[src/rtl/mapper_ss_sequencer_pkg.sv]
// Shared definitions for the mapper save-state sequencer.
// Holds the bus widths, the ack counter width, the FSM state encoding
// and the backing-store address helper.
package mapper_ss_sequencer_pkg;

  localparam int unsigned SS_ADDR_W = 10;
  localparam int unsigned SS_DATA_W = 64;
  localparam int unsigned ACK_CNT_W = 8;

  typedef enum logic [3:0] {
    ST_IDLE   = 4'd0,
    ST_CLR    = 4'd1,
    ST_S_ADDR = 4'd2,
    ST_S_CAP  = 4'd3,
    ST_S_WR   = 4'd4,
    ST_L_RD   = 4'd5,
    ST_L_WR   = 4'd6,
    ST_APPLY  = 4'd7,
    ST_FIN    = 4'd8
  } state_e;

  // Backing-store word address of a slot; wraps at 10 bits.
  function automatic logic [SS_ADDR_W-1:0] slot_addr(
    input logic [SS_ADDR_W-1:0] base,
    input logic [SS_ADDR_W-1:0] idx
  );
    return base + idx;
  endfunction

endpackage

[src/rtl/mapper_ss_sequencer_ack.sv]
// ss_ack_timeout: counts cycles spent waiting for a backing-store ack.
// Ports: clk, reset (async, active-high); arm = request outstanding;
// ack = backing-store ack; expired = wait budget used up this cycle.
module ss_ack_timeout
  import mapper_ss_sequencer_pkg::*;
#(
  parameter int unsigned TIMEOUT = 255
) (
  input  logic clk,
  input  logic reset,
  input  logic arm,
  input  logic ack,
  output logic expired
);

  logic [ACK_CNT_W-1:0] cnt_q, cnt_d;

  // Counter restarts whenever no request is outstanding or an ack arrives.
  always_comb begin
    cnt_d = cnt_q;
    if (!arm || ack) cnt_d = '0;
    else             cnt_d = cnt_q + ACK_CNT_W'(1);
  end

  always_ff @(posedge clk or posedge reset) begin
    if (reset) cnt_q <= '0;
    else       cnt_q <= cnt_d;
  end

  // Fires on the edge that would complete the TIMEOUT-th waiting cycle.
  assign expired = arm && !ack && (cnt_q == ACK_CNT_W'(TIMEOUT - 1));

endmodule

[src/rtl/mapper_ss_sequencer.sv]
// mapper_ss_sequencer: copies mapper save-state slots to a backing store
// (save) or restores them from it (load).
// Ports: clk, reset (async, active-high); start_save/start_load requests;
// busy/done/error status; mem_* backing-store handshake;
// save_state_bus_* mapper save-state bus.
module mapper_ss_sequencer
  import mapper_ss_sequencer_pkg::*;
#(
  parameter int unsigned          NUM_REGS    = 8,
  parameter logic [SS_ADDR_W-1:0] MEM_BASE    = 10'h000,
  parameter int unsigned          ACK_TIMEOUT = 255
) (
  input  logic                 clk,
  input  logic                 reset,
  input  logic                 start_save,
  input  logic                 start_load,
  output logic                 busy,
  output logic                 done,
  output logic                 error,
  output logic                 mem_req,
  output logic                 mem_we,
  output logic [SS_ADDR_W-1:0] mem_addr,
  output logic [SS_DATA_W-1:0] mem_wdata,
  input  logic [SS_DATA_W-1:0] mem_rdata,
  input  logic                 mem_ack,
  output logic [SS_ADDR_W-1:0] save_state_bus_addr,
  output logic [SS_DATA_W-1:0] save_state_bus_din,
  output logic                 save_state_bus_wren,
  output logic                 save_state_bus_rst,
  output logic                 save_state_bus_load,
  input  logic [SS_DATA_W-1:0] save_state_bus_dout
);

  state_e               state_q, state_d;
  logic [SS_ADDR_W-1:0] idx_q, idx_d;
  logic                 error_q, error_d;
  logic [SS_DATA_W-1:0] wdata_q, wdata_d;
  logic [SS_DATA_W-1:0] din_q, din_d;
  logic                 busy_q, done_q, req_q, we_q;
  logic                 wren_q, rst_q, load_q;
  logic [SS_ADDR_W-1:0] mem_addr_q, ss_addr_q;
  logic                 last, ack_ok, expired;

  ss_ack_timeout #(.TIMEOUT(ACK_TIMEOUT)) u_ack_timeout (
    .clk     (clk),
    .reset   (reset),
    .arm     (req_q),
    .ack     (mem_ack),
    .expired (expired)
  );

  assign last   = (idx_q == SS_ADDR_W'(NUM_REGS - 1));
  assign ack_ok = req_q && mem_ack;

  // Next-state logic.
  always_comb begin
    state_d = state_q;
    idx_d   = idx_q;
    error_d = error_q;
    wdata_d = wdata_q;
    din_d   = din_q;
    unique case (state_q)
      ST_IDLE: begin
        if (start_save) begin
          state_d = ST_S_ADDR;
          idx_d   = '0;
          error_d = 1'b0;
        end else if (start_load) begin
          state_d = ST_CLR;
          idx_d   = '0;
          error_d = 1'b0;
        end
      end
      ST_S_ADDR: state_d = ST_S_CAP;
      ST_S_CAP: begin
        wdata_d = save_state_bus_dout;
        state_d = ST_S_WR;
      end
      ST_S_WR: begin
        if (expired) begin
          error_d = 1'b1;
          state_d = ST_IDLE;
        end else if (ack_ok) begin
          if (last) state_d = ST_FIN;
          else begin
            idx_d   = idx_q + SS_ADDR_W'(1);
            state_d = ST_S_ADDR;
          end
        end
      end
      ST_CLR: state_d = ST_L_RD;
      ST_L_RD: begin
        if (expired) begin
          error_d = 1'b1;
          state_d = ST_IDLE;
        end else if (ack_ok) begin
          din_d   = mem_rdata;
          state_d = ST_L_WR;
        end
      end
      ST_L_WR: begin
        if (last) state_d = ST_APPLY;
        else begin
          idx_d   = idx_q + SS_ADDR_W'(1);
          state_d = ST_L_RD;
        end
      end
      ST_APPLY: state_d = ST_FIN;
      ST_FIN:   state_d = ST_IDLE;
      default:  state_d = ST_IDLE;
    endcase
  end

  // State and registered outputs; strobes decode the upcoming state so
  // they line up with it and are mutually exclusive by construction.
  always_ff @(posedge clk or posedge reset) begin
    if (reset) begin
      state_q    <= ST_IDLE;
      idx_q      <= '0;
      error_q    <= 1'b0;
      wdata_q    <= '0;
      din_q      <= '0;
      busy_q     <= 1'b0;
      done_q     <= 1'b0;
      req_q      <= 1'b0;
      we_q       <= 1'b0;
      wren_q     <= 1'b0;
      rst_q      <= 1'b0;
      load_q     <= 1'b0;
      mem_addr_q <= MEM_BASE;
      ss_addr_q  <= '0;
    end else begin
      state_q    <= state_d;
      idx_q      <= idx_d;
      error_q    <= error_d;
      wdata_q    <= wdata_d;
      din_q      <= din_d;
      busy_q     <= (state_d != ST_IDLE);
      done_q     <= (state_d == ST_FIN);
      req_q      <= (state_d == ST_S_WR) || (state_d == ST_L_RD);
      we_q       <= (state_d == ST_S_WR);
      wren_q     <= (state_d == ST_L_WR);
      rst_q      <= (state_d == ST_CLR);
      load_q     <= (state_d == ST_APPLY);
      mem_addr_q <= slot_addr(MEM_BASE, idx_d);
      ss_addr_q  <= idx_d;
    end
  end

  assign busy                = busy_q;
  assign done                = done_q;
  assign error               = error_q;
  assign mem_req             = req_q;
  assign mem_we              = we_q;
  assign mem_addr            = mem_addr_q;
  assign mem_wdata           = wdata_q;
  assign save_state_bus_addr = ss_addr_q;
  assign save_state_bus_din  = din_q;
  assign save_state_bus_wren = wren_q;
  assign save_state_bus_rst  = rst_q;
  assign save_state_bus_load = load_q;

endmodule

[config.mk]
export PLATFORM = sky130hd
export DESIGN_NAME = mapper_ss_sequencer
export DESIGN_NICKNAME = d
export VERILOG_FILES = /design/src/rtl/mapper_ss_sequencer_pkg.sv /design/src/rtl/mapper_ss_sequencer_ack.sv /design/src/rtl/mapper_ss_sequencer.sv
export SDC_FILE = /design/constraint.sdc
export NUM_CORES = 1
export LEC_CHECK = 0
export CAP_MARGIN = 10
export CORE_ASPECT_RATIO = 0.8
export CORE_MARGIN = 1
export CORE_UTILIZATION = 42
export DETAILED_ROUTE_END_ITERATION = 12
export GPL_TIMING_DRIVEN = 0
export HOLD_SLACK_MARGIN = 0.03
export PLACE_DENSITY = 0.82
export SYNTH_ARGS = -nofsm -noshare
export SYNTH_HDL_FRONTEND = slang
export SYNTH_SLANG_ARGS = --single-unit
export TNS_END_PERCENT = 100
[constraint.sdc]
create_clock -name clk -period 7.5 [get_ports clk]
set_input_delay 2.25 -clock clk [delete_from_list [all_inputs] [get_ports clk]]
set_output_delay 2.25 -clock clk [all_outputs]
set_load 0.01 [all_outputs]
**Word-level counts from Yosys, hierarchy flattened**

Cells that the tools add are included.

- Reductions and logical operators: 15
- Mux-type cells: 20
- Equal/unequal tests: 19
- Bitwise logic cells: 1
- Add/sub/neg operators: 2

Operators with widths:

| operator | count |
|---|---|
| 2-to-1 mux 10 bit | 5 |
| == test 4 x 3 -> 1 bit (second input constant) | 8 |
| case mux 4 bit (8 select lines) | 1 |
| case mux 10 bit (3 select lines) | 1 |
| 2-to-1 mux 4 bit | 7 |
| adder 10 x 1 -> 10 bit (second input constant) | 1 |
| == test 10 x 3 -> 1 bit (second input constant) | 1 |
| adder 8 x 1 -> 8 bit (second input constant) | 1 |
| == test 4 x 1 -> 1 bit (second input constant) | 2 |
| == test 4 x 2 -> 1 bit (second input constant) | 2 |
| == test 8 bit (second input constant) | 1 |
| 2-to-1 mux 8 bit | 1 |
| AND reduction 3 bit | 2 |
| == test 4 bit (second input constant) | 1 |
| zero test 4 bit | 1 |
| != test 2 bit (second input constant) | 2 |
| AND reduction 4 bit | 1 |
| nonzero test 4 bit | 1 |
| logical AND 1 bit | 3 |
| 2-to-1 mux 1 bit | 3 |
| != test 3 bit (second input constant) | 1 |
| nonzero test 3 bit | 1 |
| zero test 1 bit | 2 |
| logical OR 1 bit | 2 |
| other kinds (6) | 6 |

- Bits in registers: 158
- Input port bits: 133
- Logic and storage cells: 70
- Output and inout bits: 156

**Longest topological paths before layout**

Gate-level depths: netlist of the first run.

- Word-level depth: 7
- Gate-level depth with buffers: 8
- Mapped depth without buffers: 8

**By module**

From an unflattened synthesis of the first run, not the netlist that was laid out.

- Cell total of the unflattened synthesis: 456
- Area total of the unflattened synthesis: 6547.5 µm²

Modules (own cells, without submodules):

| module | instances | area an instance (µm²) | cells each |
|---|---|---|---|
| mapper_ss_sequencer | 1 | 6167.2 | 417 |
| ss_ack_timeout | 1 | 380.4 | 39 |

**Least setup slack after synthesis of the first run**

Ideal clock, no wire load.

- Kind: input-to-reg
- Start: input port start_save
- End: register busy_q, in the netlist busy
- Stages on the path: 5
- Library setup time: 139 ps
- Buffers on the path: 0
- Slack: 4076 ps
- Data arrival time: 3286 ps
- Path through: nor2b_1 o21ai_0 o21ai_0 o22a_1 or4_1

- Cells in the longest elaborated chain, start to end: 3

Ends and longest elaborated chain:

| element | line | text |
|---|---|---|
| from (decl) | mapper_ss_sequencer.sv:15 | `input logic start_save,` |
| 2-to-1 mux 4 bit | mapper_ss_sequencer.sv:64 | `if (start_save) begin` |
| case mux 4 bit (8 select lines) | mapper_ss_sequencer.sv:62 | `unique case (state_q)` |
| named net state_d[1] | mapper_ss_sequencer.sv:34 | `state_e state_q, state_d;` |
| nonzero test 4 bit | mapper_ss_sequencer.sv:138 | `busy_q <= (state_d != ST_IDLE);` |
| to (signal assigned) | mapper_ss_sequencer.sv:138 |  |
| to (decl) | mapper_ss_sequencer.sv:39 | `logic busy_q, done_q, req_q, we_q;` |

The timed path passes the listed nets, and every way through them passes these cells.
A chain may end at the register's enable or synchronous reset.

**Final worst setup path of the first run**

- Start: register ss_addr_q[3], in the netlist save_state_bus_addr[3]
- End: output port save_state_bus_addr[3]

RTL lines:

| element | line | text |
|---|---|---|
| from (decl) | mapper_ss_sequencer.sv:41 | `logic [SS_ADDR_W-1:0] mem_addr_q, ss_addr_q;` |
| from (signal assigned) | mapper_ss_sequencer.sv:146 | `ss_addr_q <= idx_d;` |
| to (decl) | mapper_ss_sequencer.sv:26 | `output logic [SS_ADDR_W-1:0] save_state_bus_addr,` |

No word-level cell between the ends.

==> results.md, run 1 <==
* Status: completed
* Port bufs at roughly 290
* Critical path type: reg2out
* Syn nets at slightly above 700
* Clock Path Buffers at 2
* Hold Violations, Final at 0
* Detailed-route via count at roughly 5300
* Most common cell in the netlist: nand2_1
* Post-synthesis xor/xnor area fraction at roughly 1.1%
* Grt total ovfl at 0
* I/O pin count at 289
* Largest family of logic cells by synthesized area: simple AND/OR/NAND/NOR gates
* Final net count at a little over 1000
* CTS Buf Count at 17
* Post-synthesis adder-cell area fraction at less than 1%
* Reg2Reg Depth at 6
* PD cells at around 390 nW/um2
* Number of global-route vias before repair at around 5500
* Complex-gate fraction of the synthesized area at 3.84%
* Post-synthesis average cell area at approximately 11 um2
* Unique masters post-synth at 44
* Internal power at between 2000 and 3000 uW
* Worst setup EP type: primary output
* Clock share of power at approximately a quarter
* Initial antenna violation count at 0
* Yosys warns at 0
* R2R Setup Slk at between 4 and 5 ns
* Post-synth top area share at approximately 62%
* Post-CTS sizing at 0
* Post-synth EDFFs at 0
* Worst-Margin Slew at roughly 0.84 ns
* First-pass GRT wire length at between 20000 and 30000 um
* Clock sinks at 158
* Row count at 39
* Max-slew headroom at between 40% and 50%
* Top cells by area, synth: dfrtp_1 (62%), nand2_1 (12%), mux2_2 (11%)
* Cells after Synth at about 580
* Worst skew pair latency at approximately 0.42 ns
* Clk root buf: clkbuf_16
* Vias/cell at a little under 5
* Met2 GRT Util at 40.7%
* Met3 Track Usage GR at about 8.7%
* All-layer global routing usage at 24.0%
* Commonest cells in the synthesized netlist: nand2_1 (203), dfrtp_1 (158), mux2_2 (64), clkbuf_1 (18), nor2_1 (18)
* First-pass iteration count of the detailed router at 6
* Design area at 10200 um2
* Full die area at about 16000 um2
* RSZ-0062 raised after global routing: no
* Drt first-iter violations at around 370
* Psw at approximately 1200 uW
* Synth async-reset ratio at 100%
* CP required at roughly 5.3 ns
* Setup violations, final at 0
* Leak at 0.00462 uW
* Max Clk Rate at around 260 MHz
* Die width at around 140 um
* Clock skew at a little under 0.01 ns
* Register area at between 3000 and 4000 um2
* Post-route DRC at 0
* Area leader, netlist: dfrtp_1
* Maximum number of pins on one net before global-route repair at between 90 and 100
* Hold crit path type: reg2reg
* Layout cells sized above 1 at between 10% and 20%
* Simple-Gate Fraction of Synth Area at between 15 and 20%
* Max_cap viols at 0
* GR peak layer: met2
* Final HPWL DP at approximately 13000 um
* Power, Total at ~4000 uW
* Multi-input gate area at between 2000 and 2500 um2
* Sequential-to-total area share from yosys stat at between 60 and 70%
* CTS tree: built
* Pins Over Slew Limit at 0
* Min Tclk post-route at 3.88 ns
* Synth Cell Area at around 6300 um2
* Post-route ant nets at 0
* Routed len/inst at 16.5 um
* P&R area growth vs syn at 60.4%
* Clock-pin slew on the worst setup and hold paths at ~0.06 ns
* CP Launch Type: register
* Die Height at about 110 um
* Final WL at about 18000 um
* Gp weighted congestion at 0.826
* Hold path depth at 2
* Mux cell area share after synthesis at between 10% and 20%
* Synthesis-stage register bit count at ~160
* Hold_buf cts at 0
* Sw frac at a little under a third
* Met1 global-route usage at around 28%
* Starting Density at between 40% and 50%
* Core ar. at about 15000 um2
* Tcrit/Tclk final at between 50% and 60%
* Gate power share at about 40%
* N_diodes at 0
* Worst-case vdd ir drop at 0.218 mV
* Fill count at ~1100
* H-tree levels at 4
* DP Area at between 9000 and 10000 um2
* Sequential Power Share at a little over a third
* Final core occ at 70.0%
* Crit-path max FO at 10
* Crit path DAT at roughly 1.6 ns
* Synth Flop Type: dfrtp_1
* Setup bufs post-CTS at 0
-- power by group through the flow --
| stage | Clock (uW) | Sequential [uW] | Combinational (uW) |
|---|---|---|---|
| after floorplan | 0 | 1550 | 524 |
| after global placement | 0 | 1390 | 1580 |
| after detailed placement | 0 | 1410 | 1610 |
| after CTS | 1010 | 1400 | 1620 |
| after global routing | 1050 | 1450 | 1740 |
| final | 997 | 1400 | 1610 |
-- sequential cells by signal (all words and copies together), names as in the netlist --
register,count
save_state_bus_load,1
mem_req,1
save_state_bus_rst,1
u_ack_timeout.cnt_q,8
save_state_bus_wren,1
mem_wdata,64
save_state_bus_din,64
mem_we,1
done,1
busy,1
state_q,4
error,1
save_state_bus_addr,10
-- path summary, 6_finish.rpt --
check | end | startpoint
worst max-delay path | save_state_bus_addr[3] | save_state_bus_addr[3]
worst min-delay path | save_state_bus_din[32] | save_state_bus_din[32]
worst max register to register | mem_wdata[1] | state_q[0]
worst min register to register | save_state_bus_din[32] | save_state_bus_din[32]
max in group asynchronous | save_state_bus_din[2] | reset
min in group asynchronous | save_state_bus_din[54] | reset
-- metal layers --
layer  part of all wire, %  wire length (um)
met5                     0                 0
met4                   2.3               400
met3                   8.9              1580
met2                    49              8700
met1                    40              7090
-- metrics by stage --
| stage | setup WS, ns | cells | hold slack (ns) | setup TNS, ns |
|---|---|---|---|---|
| finish | 3.62 | 1080 | 0.473 | 0 |
| global route | 3.44 | 1080 | 0.494 | 0 |
| CTS | 3.59 | 1080 | 0.477 | 0 |
| detailed placement | 3.17 | 1048 | 0.462 | 0 |
| global placement | -1.13 | 1047 | 0.457 | -176.38 |
| floorplan | 0.987 | 575 | 0.492 | 0 |
-- cell type report --
cell class,count,area share (%)
clock buffers,19,4.45
plain buffers,36,1.76
inverters,5,0.233
flip-flops and latches,158,38.8
well taps,184,2.26
repair buffers,289,28.6
clock inverters,13,2.31
multi-input cells,376,21.6
-- worst max-delay path, stage by stage (launching register included) --
cell and delay [ns]:
dfrtp_1 0.53, buf_4 0.17, clkdlybuf4s50_1 0.52
-- cells by family (layout without fill, tap and decap cells) --
group	after synthesis	in the layout
and+or+nand+nor	264	264
xor gates and xnor gates	8	8
DFF	158	158
buffers and inverters	41	362
muxes	64	64
AOI/OAI and AO/OA	37	37
adders and majority gates	3	3
-- placed cells by master (no fill, tap or decap), types with 9 or more instances in the layout --
cell type / instances
a21oi_1: 11
buf_4: 10
clkbuf_1: 18
clkbuf_16: 17
clkdlybuf4s50_1: 288
dfrtp_1: 158
mux2_2: 64
nand2_1: 203
nor2_1: 18
o21ai_0: 9
No activity file was read; power rests on OpenSTA's default activity.
==> run 2, diff against run 1 <==
==> constraint.sdc (replaced) <==
create_clock -name clk -period 3.6 [get_ports clk]
set_input_delay 1.08 -clock clk [delete_from_list [all_inputs] [get_ports clk]]
set_output_delay 1.08 -clock clk [all_outputs]
set_load 0.01 [all_outputs]
==> run 2 against run 1 <==
  * Global-route usage shrank 0.13 points
  * Critical endpoint is now save_state_bus_addr[4]
  * Routed wire length increased by 1.1%
  * Core utilization shrank 0.69 points
  * Sequential share of layout area is 0.39 points higher
  * Critical path depth is the same
  * Power grew 98%
  * Design area down 0.98%
  * Sequential cell count did not move
==> results.md, run 2 (synthesized netlist as in run 1, its figures left out) <==
* RSZ-0062 raised after global routing: no
* Max Clk Rate at about 370 MHz
* Clock-pin slew on the worst setup and hold paths at 0.06 ns (about the same)
* PD cells at 785 nW/um2 (+100%)
* Clock Path Buffers at 2 (unchanged)
* First-pass iteration count of the detailed router at 5 (-1)
* CTS Buf Count at 17 (unchanged)
* Die Height at 112 um (unchanged)
* Commonest non-fill, non-tap cell in the layout: clkdlybuf4s50_1
* Routed len/inst at 16.6 um (+1.1%)
* Grt total ovfl at 0 (unchanged)
* CTS tree: built
* Crit Reg-Reg Startpoint: state_q[0]
* Initial antenna violation count at 0 (unchanged)
* Max-slew headroom at 57.4% (+14 points)
* Pins Over Slew Limit at 0 (unchanged)
* Layout cells sized above 1 at 13.4% (-0.11 points)
* Vias/cell at 4.95 (+0.98%)
* Setup bufs post-CTS at 0 (unchanged)
* Hold crit path type: reg2reg
* Setup tns final at 0 ns (unchanged)
* Crit path DAT at 1.63 ns (about the same)
* Detailed-route via count at 5343 (+0.98%)
* Tcrit/Tclk final at 75.2%
* CP required at 2.52 ns (-2.73 ns)
* CP Launch Type: register
* Post-route DRC at 0 (unchanged)
* Critical path type: reg2out
* Final net count at 1022 (+0.29%)
* Final Worst Setup Slack at 0.894 ns (-2.72 ns)
* Critical hold path startpoint: save_state_bus_din[42]
* Final WL at 18000 um (+1.1%)
* Final HPWL DP at 13500 um (+5.1%)
* Maximum number of pins on one net before global-route repair at 40 (-58%)
* Worst hold slack at 0.472 ns (-0.0000760 ns)
* R2R Setup Slk at 0.94 ns (-3.89 ns)
* Hold endpoint: save_state_bus_din[42]
* Most frequent cells in the layout: clkdlybuf4s50_1 (288), nand2_1 (203), dfrtp_1 (158)
* Status: completed
* Port bufs at 288 (unchanged)
* Core ar. at 14500 um2 (unchanged)
* Row count at 39 (unchanged)
* Post-CTS sizing at 0 (unchanged)
* Starting Density at 43.7% (unchanged)
* H-tree levels at 4 (unchanged)
* Worst-case vdd ir drop at 0.499 mV (+130%)
* Hold path depth at 2 (unchanged)
* Placed Cells at 1051 (+0.29%)
* Hold Violations, Final at 0 (unchanged)
* Clock skew at 0.00756 ns (-0.00232 ns)
* First-pass GRT wire length at 28500 um (-1.3%)
* Worst skew pair latency at 0.42 ns (about the same)
* Crit-path max FO at 8 (-2)
* Die width at 139 um (unchanged)
* Number of global-route vias before repair at 5505 (-0.70%)
* Leak at 0.00456 uW (-1.4%)
* Max_cap viols at 0 (unchanged)
* Clock sinks at 158 (unchanged)
* Post-route insts no fill at 1080 (unchanged)
* Pre-CTS setup slack at 0.371 ns (-2.80 ns)
* Fill count at 1062 (-1.3%)
* I/O pin count at 289 (unchanged)
* All-layer global routing usage at 23.9% (-0.13 points)
* Clk root buf: clkbuf_16
* Drt first-iter violations at 212 (-42%)
* Setup violations, final at 0 (unchanged)
* Post-route ant nets at 0 (unchanged)
* Worst setup EP type: primary output
* Hold_buf cts at 0 (unchanged)
* Gp weighted congestion at 0.813 (-1.6%)
* Worst-Margin Slew at 0.638 ns (-0.206 ns)
* Reg2Reg Depth at 6 (unchanged)
* P&R area growth vs syn at 58.8%
* Min Tclk post-route at 2.71 ns
* Full die area at 15600 um2 (unchanged)
* Crit Reg-Reg Endpoint: mem_wdata[61]
* N_diodes at 0 (unchanged)
* Final core occ at 69.3% (-0.69 points)
[run 2: routing by layer]
| layer | up-vias | routed length [um] | track usage [%] |
|---|---|---|---|
| li1 | 2514 | - | - |
| met1 | 2587 | 7240 | 27.8 |
| met2 | 213 | 8760 | 40.3 |
| met3 | 29 | 1560 | 9.16 |
| met4 | 0 | 420 | 8.81 |
| met5 | - | 0 | 0 |
[run 2: report_power, final]
| part | internal [uW] | leakage, uW | total, uW | switching [uW] |
|---|---|---|---|---|
| Combinational | 1910 | 0.00231 | 3350 | 1440 |
| Clock | 955 | 0.000245 | 1640 | 690 |
| Sequential | 2500 | 0.00200 | 2920 | 424 |
| Total | 5360 | 0.00456 | 7920 | 2560 |
[run 2: critical path, stage by stage (launching register included)]
cell	delay, ns
dfrtp_1	0.52
buf_4	0.17
clkdlybuf4s50_1	0.52
[run 2: worst max path at each step]
stage,to,cells past startpoint,slack [ns],start
detailed placement,save_state_bus_din[40],7,0.37,mem_ack
CTS,save_state_bus_din[40],7,0.83,mem_ack
global placement,save_state_bus_din[50],2,-0.85,reset
global route,save_state_bus_din[42],7,0.71,mem_ack
floorplan,busy,1,0.52,reset
finish,save_state_bus_addr[4],2,0.89,save_state_bus_addr[4]
[run 2: cell type report]
| type | instances | area [um2] | share of cell area [%] |
|---|---|---|---|
| sequential | 158 | 3950 | 39.2 |
| buffer | 36 | 179 | 1.77 |
| timing repair buffer | 292 | 2960 | 29.4 |
| clock inverter | 10 | 93.8 | 0.931 |
| multi-input combinational | 376 | 2200 | 21.8 |
| clock buffer | 19 | 443 | 4.39 |
| tap | 184 | 230 | 2.28 |
| inverter | 5 | 22.5 | 0.223 |
[run 2: metrics by stage]
step	cell area (um2)	total power [uW]
floorplan	6350	4320
global placement	9470	6180
detailed placement	9550	6310
CTS	10100	7990
global route	10100	8380
finish	10100	7920
